==> src/rtl/instr_sequencer_pkg.sv <==
// instr_sequencer_pkg: shared opcodes, instruction type, sequencer state and
// fault-code encodings, plus small opcode decode helpers for the sequencer.
package instr_sequencer_pkg;

  localparam logic [6:0] OP_JAL    = 7'b1101111;
  localparam logic [6:0] OP_JALR   = 7'b1100111;
  localparam logic [6:0] OP_BRANCH = 7'b1100011;

  typedef logic [31:0] instruction_t;

  typedef enum logic [2:0] {
    ST_IDLE   = 3'd0,
    ST_FETCH  = 3'd1,
    ST_EXEC   = 3'd2,
    ST_WAIT_X = 3'd3,
    ST_UPDATE = 3'd4,
    ST_HALT   = 3'd5,
    ST_FAULT  = 3'd6
  } seq_state_t;

  typedef enum logic [1:0] {
    FC_NONE          = 2'd0,
    FC_FETCH_TIMEOUT = 2'd1,
    FC_MISALIGNED    = 2'd2,
    FC_EXEC_TIMEOUT  = 2'd3
  } fault_code_t;

  // Control-flow instructions are the ones the branch_controller acts on.
  function automatic logic is_ctrl_flow(input instruction_t i);
    return (i[6:0] == OP_JAL) || (i[6:0] == OP_JALR) || (i[6:0] == OP_BRANCH);
  endfunction

  // Only JAL/JALR write a link register.
  function automatic logic is_link(input instruction_t i);
    return (i[6:0] == OP_JAL) || (i[6:0] == OP_JALR);
  endfunction

endpackage

==> src/rtl/instr_sequencer_timeout.sv <==
// seq_timeout_counter: 8-bit wait timer shared by the fetch and execute waits.
// Ports: clk/rst (async active-low), clr (zero the count, wins over en),
//        en (count this cycle), limit (timeout length in cycles),
//        at_limit (the current cycle is the limit-th waiting cycle).
module seq_timeout_counter (
  input  logic       clk,
  input  logic       rst,
  input  logic       clr,
  input  logic       en,
  input  logic [7:0] limit,
  output logic       at_limit
);

  logic [7:0] count_q, count_d;

  // Next count: clear on state entry, otherwise advance while waiting.
  always_comb begin
    if (clr) begin
      count_d = 8'd0;
    end else if (en) begin
      count_d = count_q + 8'd1;
    end else begin
      count_d = count_q;
    end
  end

  // Count register.
  always_ff @(posedge clk or negedge rst) begin
    if (!rst) begin
      count_q <= 8'd0;
    end else begin
      count_q <= count_d;
    end
  end

  // count_q waiting cycles already elapsed, so this one is number count_q+1.
  assign at_limit = ((count_q + 8'd1) == limit);

endmodule

==> src/rtl/instr_sequencer.sv <==
// instr_sequencer: multi-cycle control sequencer (FETCH, EXEC, WAIT_X, UPDATE)
// owning the architectural PC, halt/run control and fault reporting.
// Ports: clk, rst (async active-low); run/halt_req control levels;
//        imem_req/imem_addr/imem_ack/imem_rdata fetch handshake;
//        instr/pc current instruction and its PC;
//        bc_step/bc_enable/bc_pc_out/bc_ret_addr branch_controller interface;
//        exec_step/exec_done execute-unit handshake;
//        link_we/link_rd/link_data JAL/JALR link write;
//        busy/halted/fault/fault_code status. All outputs are registered.
module instr_sequencer
  import instr_sequencer_pkg::*;
#(
  parameter logic [31:0] RESET_PC      = 32'h0000_0000,
  parameter int          FETCH_TIMEOUT = 16,
  parameter int          EXEC_TIMEOUT  = 64
) (
  input  logic         clk,
  input  logic         rst,
  input  logic         run,
  input  logic         halt_req,
  output logic         imem_req,
  output logic [31:0]  imem_addr,
  input  logic         imem_ack,
  input  logic [31:0]  imem_rdata,
  output instruction_t instr,
  output logic [31:0]  pc,
  output logic         bc_step,
  output logic         bc_enable,
  input  logic [31:0]  bc_pc_out,
  input  logic [31:0]  bc_ret_addr,
  output logic         exec_step,
  input  logic         exec_done,
  output logic         link_we,
  output logic [4:0]   link_rd,
  output logic [31:0]  link_data,
  output logic         busy,
  output logic         halted,
  output logic         fault,
  output logic [1:0]   fault_code
);

  localparam logic [7:0] FETCH_LIMIT = 8'(FETCH_TIMEOUT);
  localparam logic [7:0] EXEC_LIMIT  = 8'(EXEC_TIMEOUT);

  seq_state_t   state_q, state_d;
  logic [31:0]  pc_q, pc_d;
  instruction_t instr_q, instr_d;
  logic [31:0]  link_data_q, link_data_d;
  fault_code_t  fault_code_q, fault_code_d;
  logic imem_req_q, imem_req_d, bc_step_q, bc_step_d, exec_step_q, exec_step_d;
  logic bc_enable_q, bc_enable_d, link_we_q, link_we_d, busy_q, busy_d;
  logic halted_q, halted_d, fault_q, fault_d, done_seen_q, done_seen_d;
  logic wait_done, tmr_clr, tmr_en, tmr_at_limit;
  logic [7:0] tmr_limit;

  // exec_done seen during EXEC is remembered so WAIT_X can honour it.
  assign wait_done = exec_done | done_seen_q;
  assign tmr_en    = ((state_q == ST_FETCH) && !imem_ack) ||
                     ((state_q == ST_WAIT_X) && !wait_done);
  assign tmr_limit = (state_q == ST_WAIT_X) ? EXEC_LIMIT : FETCH_LIMIT;
  assign tmr_clr   = (state_d != state_q);

  seq_timeout_counter u_timer (
    .clk      (clk),
    .rst      (rst),
    .clr      (tmr_clr),
    .en       (tmr_en),
    .limit    (tmr_limit),
    .at_limit (tmr_at_limit)
  );

  // Next-state, datapath and registered-output decode.
  always_comb begin
    state_d      = state_q;
    pc_d         = pc_q;
    instr_d      = instr_q;
    fault_code_d = fault_code_q;
    link_data_d  = link_data_q;
    link_we_d    = 1'b0;
    done_seen_d  = 1'b0;
    case (state_q)
      ST_IDLE: begin
        if (halt_req) begin
          state_d = ST_HALT;
        end else if (run) begin
          state_d = ST_FETCH;
        end else begin
          state_d = ST_IDLE;
        end
      end
      ST_FETCH: begin
        if (imem_ack) begin
          instr_d = imem_rdata;
          state_d = ST_EXEC;
        end else if (tmr_at_limit) begin
          state_d      = ST_FAULT;
          fault_code_d = FC_FETCH_TIMEOUT;
        end else begin
          state_d = ST_FETCH;
        end
      end
      ST_EXEC: begin
        done_seen_d = exec_done;
        state_d     = ST_WAIT_X;
      end
      ST_WAIT_X: begin
        if (wait_done) begin
          state_d     = ST_UPDATE;
          // Link strobe is issued in UPDATE, so decide it on the way in;
          // a misaligned target suppresses it.
          link_we_d   = is_link(instr_q) && (instr_q[11:7] != 5'd0) &&
                        (bc_pc_out[1:0] == 2'b00);
          link_data_d = bc_ret_addr;
        end else if (tmr_at_limit) begin
          state_d      = ST_FAULT;
          fault_code_d = FC_EXEC_TIMEOUT;
        end else begin
          state_d = ST_WAIT_X;
        end
      end
      ST_UPDATE: begin
        if (bc_pc_out[1:0] != 2'b00) begin
          state_d      = ST_FAULT;
          fault_code_d = FC_MISALIGNED;
        end else begin
          pc_d = bc_pc_out;
          if (halt_req) begin
            state_d = ST_HALT;
          end else if (run) begin
            state_d = ST_FETCH;
          end else begin
            state_d = ST_IDLE;
          end
        end
      end
      ST_HALT: begin
        if (run && !halt_req) begin
          state_d = ST_FETCH;
        end else begin
          state_d = ST_HALT;
        end
      end
      ST_FAULT: begin
        state_d = ST_FAULT;
      end
      default: begin
        state_d = ST_FAULT;
      end
    endcase

    // Outputs are registered: decode them from the state being entered.
    imem_req_d  = (state_d == ST_FETCH);
    bc_step_d   = (state_d == ST_EXEC);
    exec_step_d = (state_d == ST_EXEC);
    bc_enable_d = is_ctrl_flow(instr_d);
    busy_d      = (state_d == ST_FETCH) || (state_d == ST_EXEC) ||
                  (state_d == ST_WAIT_X) || (state_d == ST_UPDATE);
    halted_d    = (state_d == ST_HALT);
    fault_d     = fault_q | (state_d == ST_FAULT);
  end

  // State, PC, instruction and output registers.
  always_ff @(posedge clk or negedge rst) begin
    if (!rst) begin
      state_q      <= ST_IDLE;
      pc_q         <= RESET_PC;
      instr_q      <= 32'h0000_0000;
      link_data_q  <= 32'h0000_0000;
      fault_code_q <= FC_NONE;
      imem_req_q   <= 1'b0;
      bc_step_q    <= 1'b0;
      exec_step_q  <= 1'b0;
      bc_enable_q  <= 1'b0;
      link_we_q    <= 1'b0;
      busy_q       <= 1'b0;
      halted_q     <= 1'b0;
      fault_q      <= 1'b0;
      done_seen_q  <= 1'b0;
    end else begin
      state_q      <= state_d;
      pc_q         <= pc_d;
      instr_q      <= instr_d;
      link_data_q  <= link_data_d;
      fault_code_q <= fault_code_d;
      imem_req_q   <= imem_req_d;
      bc_step_q    <= bc_step_d;
      exec_step_q  <= exec_step_d;
      bc_enable_q  <= bc_enable_d;
      link_we_q    <= link_we_d;
      busy_q       <= busy_d;
      halted_q     <= halted_d;
      fault_q      <= fault_d;
      done_seen_q  <= done_seen_d;
    end
  end

  assign imem_req   = imem_req_q;
  assign imem_addr  = pc_q;
  assign instr      = instr_q;
  assign pc         = pc_q;
  assign bc_step    = bc_step_q;
  assign bc_enable  = bc_enable_q;
  assign exec_step  = exec_step_q;
  assign link_we    = link_we_q;
  assign link_rd    = instr_q[11:7];
  assign link_data  = link_data_q;
  assign busy       = busy_q;
  assign halted     = halted_q;
  assign fault      = fault_q;
  assign fault_code = fault_code_q;

endmodule
==> config.mk <==
export PLATFORM = sky130hd
export DESIGN_NAME = instr_sequencer
export DESIGN_NICKNAME = d
export VERILOG_FILES = /design/src/rtl/instr_sequencer_pkg.sv /design/src/rtl/instr_sequencer_timeout.sv /design/src/rtl/instr_sequencer.sv
export SDC_FILE = /design/constraint.sdc
export NUM_CORES = 1
export LEC_CHECK = 0
export CORE_MARGIN = 4
export CORE_UTILIZATION = 46
export CTS_BUF_LIST = sky130_fd_sc_hd__clkbuf_2 sky130_fd_sc_hd__clkbuf_4 sky130_fd_sc_hd__clkbuf_8
export DETAILED_ROUTE_END_ITERATION = 10
export PLACE_DENSITY_LB_ADDON = 0.12
export SYNTH_ARGS = -nofsm -noshare
export SYNTH_HDL_FRONTEND = slang
export SYNTH_SLANG_ARGS = --single-unit
==> constraint.sdc <==
create_clock -name clk -period 5.1 [get_ports clk]
set_input_delay 1.02 -clock clk [delete_from_list [all_inputs] [get_ports clk]]
set_output_delay 1.02 -clock clk [all_outputs]
set_load 0.02 [all_outputs]
* Yosys cells after proc, flatten, opt, wreduce, memory -nomap -nowiden *
Cells that the tools add are included.

word-level totals
  register bits after elaboration = 117
  memories = 0
  memory bits (read-only) = 0
  bits in writable memories = 0
  bits in latches = 0
  output and inout bits = 143

operators by class
  muxes and demuxes = 23
  $add $sub $neg = 1
  bitwise operators = 3
  $lt $le $gt $ge = 0
  reductions and logical operators = 25
  equality and inequality tests = 23
  $mul = 0
  div/mod/pow operators = 0
  shift-type cells = 0

operator list
  operator                                             count
  equality test 7 bit, second input constant           5
  2-to-1 mux 3 bit                                     7
  2-to-1 mux 7 bit                                     3
  case mux 3 bit (6 select lines)                      1
  2-to-1 mux 8 bit                                     2
  equality test 3 bit, second input constant           5
  equality test 3 x 2 -> 1 bit, second input constant  4
  2-to-1 mux 2 bit                                     5
  inequality test 2 bit, second input constant         5
  adder 8 x 1 -> 8 bit, second input constant          1
  equality test 8 x 7 -> 1 bit                         1
  logical OR 1 bit                                     7
  equality test 3 x 1 -> 1 bit, second input constant  2
  case mux 2 bit (3 select lines)                      1
  AND reduction 2 bit                                  3
  AND reduction 6 bit                                  1
  logical AND 1 bit                                    5
  nonzero test 5 bit                                   1
  2-to-1 mux 1 bit                                     4
  nonzero test 2 bit                                   2
  logical NOT 1 bit                                    3
  logical NOT 3 bit                                    1
  inequality test 3 bit                                1
  nonzero test 3 bit                                   1
  other kinds (3)                                      4

* Longest topological paths before layout *
Gate-level depths: netlist of the first run.

  depth after elaboration = 10
  mapped depth = 9

* Hierarchy *
Synthesis of the first run repeated with hierarchy kept, for this count alone.

second synthesis, totals
  cell total of the unflattened synthesis = 460
  area, all modules = 5297.6 um2

by module, submodules not included
  module               cells an instance  instances  area each (um2)  sequential area each (um2)
  instr_sequencer      392                1          4674.5           2727.6
  seq_timeout_counter  68                 1          623.1            200.2

* Worst setup path after synthesis of the first run *
Ideal clock, no wire load.

  path kind = in2reg
  start point = in bc_pc_out[1]
  end point = reg halted_q, in the netlist halted
  buffers on the path = 0
  path slack = 2.781 ns
  stages on the path = 7
  data arrival time = 2.199 ns
  cells stage by stage = or3_1 a211oi_1 o21ai_0 a21o_2 nand2_1 inv_1 and3_1

between the ends
  cells in the longest elaborated chain, start to end = 4

RTL lines
  element                          line                    source
  start: declaration               instr_sequencer.sv:29   input logic [31:0] bc_pc_out,
  nonzero test 2 bit               instr_sequencer.sv:122  if (bc_pc_out[1:0] != 2'b00) begin
  2-to-1 mux 3 bit                 instr_sequencer.sv:122
  case mux 3 bit (6 select lines)  instr_sequencer.sv:81   case (state_q)
  net state_d[2]                   instr_sequencer.sv:45   seq_state_t state_q, state_d;
  equality test 3 bit              instr_sequencer.sv:158  halted_d = (state_d == ST_HALT);
  net halted_d                     instr_sequencer.sv:52   logic halted_q, halted_d, fault_q, fault_d, done_seen_q, done_seen_d;
  end signal: assignment           instr_sequencer.sv:191  halted_q <= halted_d;
  end: declaration                 instr_sequencer.sv:52

The timed path passes the listed nets, and every way through them passes these cells.
A chain may end at the register's enable or synchronous reset.

* Worst setup path in the final report of the first run *
Ends and elaborated chain as after synthesis.

==> results.py, run 1 <==
metrics = {
    "cells_and_area": {
        "area_growth_pct": 51.5,
        "nets": 701,
        "final_util": 0.715,
        "drive_gt1_frac": 0.241,
        "fillers": 811,
        "n_antenna_cell": 0,
    },
    "run": {
        "drv_cap": 0,
    },
    "placed_design": {
        "port_buffers": 244,
        "dp_hpwl_um": 10200,
        "place_congestion": 0.832,
    },
    "setup_path": {
        "critPathMaxFanout": 4,
        "reg2reg_slack_ns": 2.61,
        "crit_path_start_kind": "primary input",
        "critPathKind": "primary input to flip-flop",
        "cp_num_buf_inv": 2,
        "crit_family": "simple AND/OR/NAND/NOR gates",
        "path_cells": "clkdlybuf4s50_1 > or3_1 > a211oi_1 > o21ai_0 > a21o_2 > nand2_1 > inv_1 > and3_1",
        "worstPathArrival_ns": 2.86,
        "end_kind": "flip-flop",
        "required_ns": 5.41,
        "critical_path_depth": 8,
        "reg2regPathDepth": 6,
        "cpPeakStageDelay_ns": 0.46,
        "cpMaxStageDelayCell": "clkdlybuf4s50_1",
    },
    "routing": {
        "wl_met1_um": 4710,
        "wl_um": 13500,
        "wl_met2_um": 6990,
        "drcViolationCount": 0,
        "vias": 3840,
        "highest_layer": "met4",
        "met3_length_um": 1490,
        "wire_per_inst_um": 17.9,
        "dr.pass1.iters": 4,
        "drtIter0Drc": 168,
        "via_per_inst": 5.11,
        "ant_nets": 0,
    },
    "floorplan": {
        "coreArea_um2": 10900,
        "std_cell_rows": 38,
        "dieHeight_um": 114,
        "die_x_um": 114,
        "dieArea_um2": 13000,
        "initial_utilization": 0.472,
        "num_io_pins": 245,
    },
    "clock_network": {
        "cts_buffer_depth": 2,
        "path_clk_slew_ns": 0.07,
        "post_cts_buffers": 0,
        "cts_resized": 0,
        "clk_latency_ns": 0.42,
        "cts_tree": "done",
        "cts_buffers": 17,
        "cts_htree_levels": 4,
        "cts.sinks": 117,
        "ctsHoldBuffers": 0,
        "clock_tree.root_cell": "clkbuf_8",
    },
    "yosys": {
        "avgSynthCellArea_um2": 13.4,
        "async_flop_share": 1.00,
        "synth.distinct_cells": 57,
        "synth_top_area_cell": "dfrtp_1",
        "synthesis.nets": 488,
        "ys_ff_latch": 117,
        "synthCells": 385,
        "netlist.area_leader.share": 0.567,
        "yosysSeqAreaShare": 0.567,
        "synth_top_cells_by_count": "dfrtp_1 (117), mux2_2 (94), buf_4 (38), a21oi_1 (15), nor2_1 (12)",
        "netlist_area_um2": 5160,
        "post_synth_main_area_contributors": "dfrtp_1 (57%), mux2_2 (20%), buf_4 (5.5%)",
        "synth_warnings": 0,
        "yosys.cell_count.top_type": "dfrtp_1",
        "synth_edf_count": 0,
        "ys.flop_type": "dfrtp_1",
    },
    "timing": {
        "max_freq_mhz": 393,
        "fin_tns_setup_ns": 0,
        "fin_hold_ws_ns": 0.500,
        "hold_viol": 0,
        "min_period_ns": 2.55,
        "skew_ns": 0.00908,
        "slew_headroom": 0.345,
        "setup_viol": 0,
        "slew_violations": 0,
        "worst_pin_slew_ns": 0.983,
        "rsz0062_at_grt": "no",
        "fin_crit_sh": 0.499,
    },
    "pwr": {
        "switching_share": 0.369,
        "combPwrFrac": 0.505,
        "p_switching_mw": 1.84,
        "p_clk_frac": 0.173,
        "power_density_nw_per_um2": 637,
        "p_int_mw": 3.15,
        "p_seq_frac": 0.322,
        "ir_drop_mv": 0.449,
        "p_leak_nw": 3.31,
    },
    "global_route": {
        "grt_max_degree": 80,
        "grt_pass1_vias": 4199,
        "grt_pass1_wl_um": 21500,
        "grt.overflow.total": 0,
        "grt_use_total": 0.213,
        "antenna_found_initial": 0,
    },
    "hold_path": {
        "hp-class": "flip-flop to flip-flop",
        "hold_path_depth": 2,
    },
    "status": {
        "status": "completed",
    },
}
flip-flops by register name, summed over array words and instances (netlist names):
| name | flops |
|---|---|
| busy | 1 |
| link_we | 1 |
| state_q | 3 |
| u_timer.count_q | 8 |
| halted | 1 |
| imem_addr | 32 |
| bc_enable | 1 |
| done_seen_q | 1 |
| exec_step | 1 |
| fault_code | 2 |
| fault | 1 |
| instr | 32 |
| link_data | 32 |
| imem_req | 1 |
per-stage QoR:
| step | area, um^2 | instances | power [mW] | worst slack, ns |
|---|---|---|---|---|
| 2_1_floorplan | 5160 | 385 | 3.05 | 2.78 |
| 3_3_place_gp | 7420 | 719 | 4.10 | 2.21 |
| 3_5_place_dp | 7420 | 719 | 4.16 | 2.15 |
| 4_1_cts | 7820 | 751 | 5.05 | 2.59 |
| 5_1_grt | 7820 | 751 | 5.27 | 2.34 |
| 6_report | 7820 | 751 | 4.98 | 2.55 |
metal layers:
| layer | vias to the layer above | global-route usage |
|---|---|---|
| li1 | 1742 | - |
| met4 | 0 | 0.0831 |
| met3 | 23 | 0.104 |
| met1 | 1892 | 0.228 |
| met5 | - | 0 |
| met2 | 183 | 0.360 |
cell type report:
| type | instances | area [um^2] | area share |
|---|---|---|---|
| Clock buffer | 22 | 278 | 0.0355 |
| Multi-Input combinational cell | 206 | 1810 | 0.232 |
| Clock inverter | 10 | 130 | 0.0166 |
| Tap cell | 140 | 175 | 0.0224 |
| Inverter | 8 | 30.0 | 0.00384 |
| Timing Repair Buffer | 248 | 2470 | 0.316 |
| Sequential cell | 117 | 2930 | 0.374 |
placed cells by master, fill, tap and decap left out, types with 6 or more instances in the layout:
master	synthesis	layout
dfrtp_1	117	117
clkdlybuf4s50_1	0	243
nand2_1	8	8
clkbuf_8	2	18
mux2_2	94	94
xnor2_1	6	6
a21oi_1	15	15
inv_1	8	8
nor2_1	12	12
power groups by stage:
stage	registers [mW]	logic, mW	clock network (mW)
finish	1.60	2.52	0.862
CTS	1.61	2.55	0.885
global route	1.67	2.67	0.935
global placement	1.59	2.51	0
floorplan	2.02	1.03	0
detailed placement	1.62	2.54	0
worst reg2reg max path: stages, from the launching register on:
cell and delay, ns:
dfrtp_1 0.53, nor2b_1 0.51, and3_1 0.24, buf_4 0.38, mux2_2 0.40, nand2b_1 0.07, nor4bb_1 0.25
final timing paths:
path                        endpoint         start
hold reg to reg                fault         fault
setup reg to reg           bc_enable    state_q[0]
max in group asynchronous  instr[19]           rst
min in group asynchronous   imem_req           rst
hold / removal                 fault         fault
setup / recovery              halted  bc_pc_out[1]
logic make-up after synthesis:
group | Yosys count | synth area share
buf+inv | 62 | 0.0833
compound gates | 44 | 0.0608
mux | 95 | 0.207
simple gates | 56 | 0.0627
fa+ha+maj | 1 | 0.00242
xor+xnor | 10 | 0.0170
flops | 117 | 0.567
Note: power is estimated with default switching activity, not from simulation.
==> run 2, diff against run 1 <==
--- a/config.mk
+++ b/config.mk
@@ -6,7 +6,7 @@
 export NUM_CORES = 1
 export LEC_CHECK = 0
 export CORE_MARGIN = 4
-export CORE_UTILIZATION = 46
+export CORE_UTILIZATION = 38
 export CTS_BUF_LIST = sky130_fd_sc_hd__clkbuf_2 sky130_fd_sc_hd__clkbuf_4 sky130_fd_sc_hd__clkbuf_8
 export DETAILED_ROUTE_END_ITERATION = 10
 export PLACE_DENSITY_LB_ADDON = 0.12
==> constraint.sdc (replaced) <==
create_clock -name clk -period 2.2 [get_ports clk]
set_input_delay 0.44 -clock clk [delete_from_list [all_inputs] [get_ports clk]]
set_output_delay 0.44 -clock clk [all_outputs]
set_load 0.02 [all_outputs]
==> results.py, run 2 (synthesis results as in run 1) <==
metrics = {
    "setup_path": {
        "crit_family": "compound AO/OA/AOI/OAI gates",
        "path_cells": "and3_4 > a211oi_2 > o2111ai_1 > a222oi_1 > nand2_1 > and3_2",
        "critPathMaxFanout": 5,
        "required_ns": 2.52,
        "cp_num_buf_inv": 0,
        "worstPathArrival_ns": 2.35,
        "critPathKind": "flip-flop to flip-flop",
        "end_kind": "flip-flop",
        "reg2reg_slack_ns": 0.17,
        "cpMaxStageDelayCell": "dfrtp_2",
        "cpPeakStageDelay_ns": 0.44,
        "crit_path_start_kind": "flip-flop",
    },
    "routing": {
        "dr.pass1.iters": 5,
        "drtIter0Drc": 173,
        "vias": 3853,
        "wire_per_inst_um": 17.0,
        "wl_um": 13700,
        "drcViolationCount": 0,
        "ant_nets": 0,
        "via_per_inst": 4.79,
    },
    "placed_design": {
        "dp_hpwl_um": 10400,
        "preCtsSetupSlack_ns": -0.109,
        "place_congestion": 0.784,
        "dpl.cell_count": 771,
        "port_buffers": 244,
        "place_area_um2": 7660,
    },
    "global_route": {
        "grt_max_degree": 47,
        "grt_use_total": 0.183,
        "grt_pass1_wl_um": 22400,
        "grt.overflow.total": 0,
        "grt_pass1_vias": 4254,
        "antenna_found_initial": 0,
    },
    "timing": {
        "worst_pin_slew_ns": 0.585,
        "min_period_ns": 2.03,
        "rsz0062_at_grt": "no",
        "setup_viol": 0,
        "setup_slack_ns": 0.173,
        "slew_headroom": 0.606,
        "skew_ns": 0.0134,
        "hold_viol": 0,
        "slew_violations": 0,
        "max_freq_mhz": 493,
        "fin_crit_sh": 0.921,
    },
    "hold_path": {
        "hp-class": "flip-flop to flip-flop",
    },
    "clock_network": {
        "cts_buffers": 17,
        "cts_buffer_depth": 2,
        "cts_htree_levels": 4,
        "cts_tree": "done",
        "cts.sinks": 117,
        "path_clk_slew_ns": 0.07,
        "clk_latency_ns": 0.45,
        "clock_tree.root_cell": "clkbuf_8",
    },
    "cells_and_area": {
        "final_cells": 805,
        "fillers": 1066,
        "n_antenna_cell": 0,
        "final_area_um2": 8120,
        "final_common_cell": "clkdlybuf4s50_1",
        "area_growth_pct": 57.2,
        "regArea_um2": 2930,
        "drive_gt1_frac": 0.272,
        "final_cell_mix": "clkdlybuf4s50_1 (243), dfrtp_1 (114), mux2_2 (94)",
        "nets": 719,
        "multi_input_area_um2": 1830,
    },
    "pwr": {
        "switching_share": 0.367,
        "ir_drop_mv": 0.858,
        "p_leak_nw": 3.42,
        "p_switching_mw": 4.33,
        "p_int_mw": 7.46,
        "power_density_nw_per_um2": 1450,
        "p_seq_frac": 0.314,
        "combPwrFrac": 0.510,
        "p_clk_frac": 0.176,
    },
    "floorplan": {
        "num_io_pins": 245,
        "dieHeight_um": 125,
        "die_x_um": 125,
        "std_cell_rows": 42,
        "initial_utilization": 0.388,
        "coreArea_um2": 13300,
        "dieArea_um2": 15500,
    },
    "status": {
        "status": "completed",
    },
    "run": {
        "drv_cap": 0,
    },
}
[run 2: through the flow]
step | power (mW) | setup TNS (ns) | hold WS [ns] | utilization
floorplan | 7.06 | 0 | 0.144 | -
global placement | 9.70 | -0.348 | 0.429 | 0.576
detailed placement | 9.78 | -0.447 | 0.430 | 0.576
CTS | 11.9 | 0 | 0.469 | 0.609
global route | 12.5 | 0 | 0.520 | 0.611
finish | 11.8 | 0 | 0.487 | 0.611
[run 2: final timing paths]
check                                        start  cells after the start                  to
worst max-delay path            u_timer.count_q[0]                      6            imem_req
worst min-delay path                         fault                      2               fault
worst max register to register  u_timer.count_q[0]                      6            imem_req
worst min register to register               fault                      2               fault
max in group asynchronous                      rst                      3  u_timer.count_q[6]
min in group asynchronous                      rst                      2           instr[30]
[run 2: cell type report]
type,instances,area share
Timing Repair Buffer,266,0.330
Inverter,8,0.00370
Multi-Input combinational cell,206,0.225
Sequential cell,117,0.361
Clock inverter,12,0.0188
Tap cell,176,0.0271
Clock buffer,20,0.0339
[run 2: timing repair]
action	CTS	global route
endpoints found under the setup margin	0	13
hold endpoints to repair	32	0
hold buffers	1	0
buffers inserted	0	1
gates resized for setup	0	7
[run 2: layer usage]
layer | vias to the layer above | part of all wire | GRT usage
met5 | - | 0 | 0
met4 | 0 | 0.023 | 0.0761
met3 | 24 | 0.10 | 0.0978
met2 | 162 | 0.50 | 0.304
met1 | 1880 | 0.37 | 0.193
li1 | 1787 | - | -
[run 2: worst min-delay path, delay by kind of cell (launching register included)]
family | cells | cell delay (ns)
buf+inv | 1 | 0.05
compound gates | 1 | 0.05
flops | 1 | 0.35
[run 2: power by group through the flow]
stage / Clock (mW) / Sequential, mW / Combinational, mW
2_1_floorplan: 0 / 4.67 / 2.39
3_3_place_gp: 0 / 3.70 / 6.01
3_5_place_dp: 0 / 3.74 / 6.04
4_1_cts: 2.16 / 3.72 / 6.07
5_1_grt: 2.26 / 3.84 / 6.37
6_report: 2.08 / 3.70 / 6.01
==> run 3, diff against run 2 <==
--- a/config.mk
+++ b/config.mk
@@ -9,7 +9,9 @@
 export CORE_UTILIZATION = 38
 export CTS_BUF_LIST = sky130_fd_sc_hd__clkbuf_2 sky130_fd_sc_hd__clkbuf_4 sky130_fd_sc_hd__clkbuf_8
 export DETAILED_ROUTE_END_ITERATION = 10
+export HOLD_SLACK_MARGIN = 0.12
 export PLACE_DENSITY_LB_ADDON = 0.12
+export SLEW_MARGIN = 20
 export SYNTH_ARGS = -nofsm -noshare
 export SYNTH_HDL_FRONTEND = slang
 export SYNTH_SLANG_ARGS = --single-unit
==> results of run 3 <==
The final DEF is identical to that of run 2; final timing and power are the same.
